## src/rtl/instr_prefetch_decoder.sv

```systemverilog
// rtl/instr_prefetch_decoder.sv - MIPS fetch-and-decode front end with prefetch queue
module instr_prefetch_decoder #(
    parameter int                ADDR_W      = 32,
    parameter int                QUEUE_DEPTH = 4,
    parameter int                PC_INC      = 4,
    parameter logic [ADDR_W-1:0] RESET_PC    = '0
) (
    input  logic                           clk,
    input  logic                           reset_n,
    input  logic                           start,
    input  logic                           halt,
    input  logic                           redirect_valid,
    input  logic [ADDR_W-1:0]              redirect_pc,
    output logic                           imem_req,
    output logic [ADDR_W-1:0]              imem_addr,
    input  logic [31:0]                    imem_rdata,
    output logic                           dec_valid,
    input  logic                           dec_ready,
    output logic [ADDR_W-1:0]              dec_pc,
    output logic [5:0]                     opcode,
    output logic [4:0]                     rs,
    output logic [4:0]                     rt,
    output logic [4:0]                     rd,
    output logic [4:0]                     shamt,
    output logic [5:0]                     funct,
    output logic [15:0]                    imm,
    output logic [25:0]                    addr,
    output logic                           busy,
    output logic [$clog2(QUEUE_DEPTH):0]   queue_count
);

    localparam int PW = $clog2(QUEUE_DEPTH);

    localparam logic [1:0] IDLE  = 2'd0;
    localparam logic [1:0] RUN   = 2'd1;
    localparam logic [1:0] DRAIN = 2'd2;

    logic [1:0]        state;
    logic [ADDR_W-1:0] fetch_pc;
    logic              inflight;
    logic [ADDR_W-1:0] inflight_pc;
    logic [PW-1:0]     wr_ptr;
    logic [PW-1:0]     rd_ptr;
    logic [PW:0]       count;
    logic [31:0]       q_data [QUEUE_DEPTH];
    logic [ADDR_W-1:0] q_pc   [QUEUE_DEPTH];

    logic              nonempty;
    logic              push;
    logic              pop;
    logic [PW+1:0]     occupancy;
    logic [31:0]       head_word;

    assign nonempty  = (count != '0);
    assign dec_valid = nonempty && !redirect_valid;
    assign pop       = dec_valid && dec_ready;
    // A redirect kills the response of the previous request in the same cycle.
    assign push      = inflight && !redirect_valid;

    // Reserve a slot for every outstanding read so a push can never overflow.
    assign occupancy = {1'b0, count} + (PW+2)'(inflight) - (PW+2)'(pop);
    assign imem_req  = (state == RUN) && !redirect_valid
                       && (occupancy < (PW+2)'(QUEUE_DEPTH));
    assign imem_addr = fetch_pc;

    assign busy        = (state != IDLE);
    assign queue_count = count;

    assign head_word = nonempty ? q_data[rd_ptr] : '0;
    assign dec_pc    = nonempty ? q_pc[rd_ptr] : '0;
    assign opcode    = head_word[31:26];
    assign rs        = head_word[25:21];
    assign rt        = head_word[20:16];
    assign rd        = head_word[15:11];
    assign shamt     = head_word[10:6];
    assign funct     = head_word[5:0];
    assign imm       = head_word[15:0];
    assign addr      = head_word[25:0];

    always_ff @(posedge clk or negedge reset_n) begin
        if (!reset_n) begin
            state       <= IDLE;
            fetch_pc    <= RESET_PC;
            inflight    <= 1'b0;
            inflight_pc <= '0;
            wr_ptr      <= '0;
            rd_ptr      <= '0;
            count       <= '0;
        end else begin
            inflight <= imem_req;
            if (imem_req) begin
                inflight_pc <= fetch_pc;
            end
            if (redirect_valid) begin
                fetch_pc <= redirect_pc;
                wr_ptr   <= '0;
                rd_ptr   <= '0;
                count    <= '0;
                if (state == DRAIN) begin
                    state <= IDLE;
                end
            end else begin
                if (imem_req) begin
                    fetch_pc <= fetch_pc + ADDR_W'(PC_INC);
                end
                if (push) begin
                    wr_ptr <= wr_ptr + 1'b1;
                end
                if (pop) begin
                    rd_ptr <= rd_ptr + 1'b1;
                end
                count <= count + (PW+1)'(push) - (PW+1)'(pop);
                case (state)
                    IDLE:    if (start) state <= RUN;
                    RUN:     if (halt) state <= DRAIN;
                    DRAIN:   if (count == '0 && !inflight) state <= IDLE;
                    default: state <= IDLE;
                endcase
            end
        end
    end

    // Queue storage needs no reset: entries are only read while counted valid.
    always_ff @(posedge clk) begin
        if (push) begin
            q_data[wr_ptr] <= imem_rdata;
            q_pc[wr_ptr]   <= inflight_pc;
        end
    end

endmodule

```

## config.mk

```make
export PLATFORM = sky130hd
export DESIGN_NAME = instr_prefetch_decoder
export DESIGN_NICKNAME = d
export VERILOG_FILES = /design/src/rtl/instr_prefetch_decoder.sv
export SDC_FILE = /design/constraint.sdc
export NUM_CORES = 1
export LEC_CHECK = 0
export ABC_CLOCK_PERIOD_IN_PS = 4100
export CELL_PAD_IN_SITES_DETAIL_PLACEMENT = 2
export CELL_PAD_IN_SITES_GLOBAL_PLACEMENT = 2
export CORE_AREA = 2 2 234 167
export DETAILED_ROUTE_END_ITERATION = 6
export DIE_AREA = 0 0 236 169
export PLACE_DENSITY = 0.8
export SYNTH_ARGS = -nofsm -noshare
export SYNTH_HDL_FRONTEND = slang
export SYNTH_SLANG_ARGS = --single-unit
```

## constraint.sdc

```tcl
create_clock -name clk -period 4.1 [get_ports clk]
set_clock_uncertainty 0.15 [all_clocks]
set_input_delay 0.82 -clock clk [delete_from_list [all_inputs] [get_ports clk]]
set_output_delay 0.82 -clock clk [all_outputs]
set_load 0.01 [all_outputs]
```

==> flow_metrics.tcl <==
set metrics [dict create \
    cts_buffers 35 \
    insertedDiodeCount 0 \
    synth_edf_count 256 \
    worstSetupPathType "in -> out" \
    die_width_um 236 \
    ctsLongestPathBuffers 3 \
    p_int_w 0.00834 \
    yosysMostFrequentCell "edfxtp_1" \
    gp_congestion 0.728 \
    status "completed" \
    p_clk_share_pct 28.2 \
    ys.flop_type "edfxtp_1" \
    grt_max_degree 75 \
    clk_latency_ns 0.53 \
    post_cts_buffers 0 \
    wl_per_cell_um 24.7 \
    synth.top_cell.area_share_pct 55.9 \
    async_flop_share_pct 22.4 \
    grt_use_total_pct 19.1 \
    grt_overflow 0 \
    htreeDepth 2 \
    maxSlewHeadroom_pct 31.6 \
    synth_warnings 0 \
    crit_fanout 2 \
    totalPowerFinal_w 0.0120 \
    hpwl_um 23300 \
    maxCapViolCount 0 \
    syn_inst 794 \
    drive_gt1_share_pct 18.9 \
    post-route-period-util_pct 95.9 \
    portBuffers 213 \
    critical_path.top_delay_family "buffers and inverters" \
    worstPathRequired_ns 3.13 \
    wl_um 37100 \
    synth_fp_nets 873 \
    cts_tree "done" \
    period_minus_slack_ns 3.93 \
    multi_input_area_um2 3680 \
    placementRows 60 \
    setup_viol 0 \
    seqPwrFrac_pct 38.1 \
    seqCellArea_um2 9550 \
    fmax_ghz 0.254 \
    crit_path_cell_trace "clkdlybuf4s50_1, nand2_1, or3_1, ha_1, nand2_1, a32o_1, o21ai_4, nor2_4, dlygate4sd2_1" \
    tightest_slew_ns 1.03 \
    cts.reportedPaths.clkPinSlew_ns 0.07 \
    coreArea_um2 37800 \
    drt_iter0_drc 513 \
    ant_nets 0 \
    fp.dieH_um 169 \
    min_path_type "in -> async" \
    avgSynthCellArea_um2 17.3 \
    crit_top_cell "nand2_1" \
    synthTopCellsByCount "edfxtp_1 (256), and2_1 (75), dfrtp_1 (74), mux4_2 (64), buf_4 (45)" \
    fillers 3502 \
    cts.sinks 330 \
    power.leakage_nw 5.88 \
    ys_seq_area_share_pct 69.4 \
    sw_frac_of_total_pct 30.2 \
    synth_top_area_cell "edfxtp_1" \
    yosys.cell_types.count 48 \
    worstSetupEndpointType "output port" \
    critical_path.startpoint_type "primary input" \
    critPathBufInv 2 \
    antenna_found_initial 1 \
    hold_viol 0 \
    p_sw_w 0.00361 \
    grt_pass1_vias 8689 \
    powerDensity_nw_per_um2 684 \
    worstPathArrival_ns 2.96 \
    drt-vias-per-instance 5.15 \
    synth_area_leaders "edfxtp_1 (56%), dfrtp_1 (13%), mux4_2 (10%)" \
    drc_errors 0 \
    combPwrFrac_pct 33.7 \
    initial_core_util_pct 36.4 \
    final_max_slew_viol_count 0 \
    vdd_drop_max_v 0.000414 \
    rsz0062_at_grt "false" \
    dr_total_vias 7731 \
    nNetsFinal 1060 \
    syn-cell-area_um2 13700 \
    slowest_stage "clkdlybuf4s50_1" \
    grt_pass1_wl_um 56800 \
    synthToLayoutAreaGrowth_pct 27.1 \
    cts_root_buf "clkbuf_16" \
    ioPinCount 214 \
    dpl_worst_slack_ns -0.0833 \
    dieArea_um2 39900 \
    ys_ff_latch 330 \
    slowest_delay_ns 0.50 \
    dr.pass1.iters 5 \
    setup_ws_ns 0.167 \
]
==> placed cells by master, fill, tap and decap left out, drive strengths merged, types with 8 or more instances in the layout <==
master | netlist | layout
edfxtp | 256 | 256
clkdlybuf4s50 | 0 | 210
and2 | 75 | 75
dfrtp | 74 | 74
mux4 | 64 | 64
clkbuf | 24 | 47
mux2 | 37 | 37
nand2 | 35 | 35
o21ai | 25 | 25
xor2 | 24 | 24
buf | 59 | 22
o2111ai | 17 | 17
nor2 | 15 | 15
nand3 | 11 | 11
inv | 8 | 9
nor2b | 9 | 9
and3 | 8 | 8
ha | 8 | 8
==> layout make-up <==
cell class,instances,share of cell area (%)
timing repair buffer,233,13.5
tap,496,3.55
clock inverter,15,1.38
sequential,330,54.7
multi-input combinational,373,21.1
clock buffer,47,5.62
inverter,8,0.172
==> stage by stage <==
stage	util [%]	hold slack [ns]	cell area (um^2)	TNS (ns)	cells
after floorplan	-	0.319	13700	0	794
after global placement	43.0	0.344	16200	-0.00562	1440
after detailed placement	43.0	0.364	16200	-0.0833	1440
after CTS	46.3	0.346	17500	0	1502
after global routing	46.3	0.371	17500	0	1502
final	46.3	0.301	17500	0	1502
==> cells by family after synthesis <==
| group | count (synthesis) | synth area share (%) |
|---|---|---|
| simple gates | 173 | 7.09 |
| flops | 330 | 69.4 |
| buf+inv | 91 | 3.84 |
| compound gates | 56 | 2.89 |
| xor+xnor | 29 | 1.90 |
| mux | 106 | 14.0 |
| fa+ha+maj | 9 | 0.874 |
==> repair_timing <==
item	CTS	global route
resized for setup	1	0
hold buffers	0	0
setup endpoints to repair	1	0
==> metal layers <==
layer | routed length, um | global-route usage (%) | vias to the layer above
li1 | - | - | 3365
met1 | 16900 | 26.2 | 4125
met2 | 17900 | 31.6 | 202
met3 | 1680 | 3.67 | 39
met4 | 533 | 4.32 | 0
met5 | 0 | 0 | -
==> worst paths after layout <==
| kind | startpoint | end | slack [ns] | cells past startpoint |
|---|---|---|---|---|
| worst max-delay path | dec_ready | imem_req | 0.17 | 9 |
| max in group asynchronous | reset_n | rd_ptr[0] | 2.69 | 1 |
| worst min-delay path | reset_n | imem_addr[6] | 0.30 | 1 |
| min in group clk | inflight_pc[18] | q_pc[3][18] | 0.36 | 0 |
| worst max register to register | queue_count[1] | imem_addr[26] | 0.94 | 10 |
| worst min register to register | inflight_pc[18] | q_pc[3][18] | 0.36 | 0 |
==> flip-flops by register name (all words and copies together), names as in the netlist <==
register     cells
q_data         128
q_pc           128
imem_addr       32
inflight_pc     32
queue_count      3
rd_ptr           2
state            2
wr_ptr           2
inflight         1
==> power by group through the flow <==
stage	clock, W	sequential (W)	combinational, W
2_1_floorplan	0	0.00442	0.00234
3_3_place_gp	0	0.00457	0.00397
3_5_place_dp	0	0.00463	0.00407
4_1_cts	0.00347	0.00457	0.00412
5_1_grt	0.00358	0.00462	0.00434
6_report	0.00337	0.00456	0.00403
(Power assumes the default switching activity.)
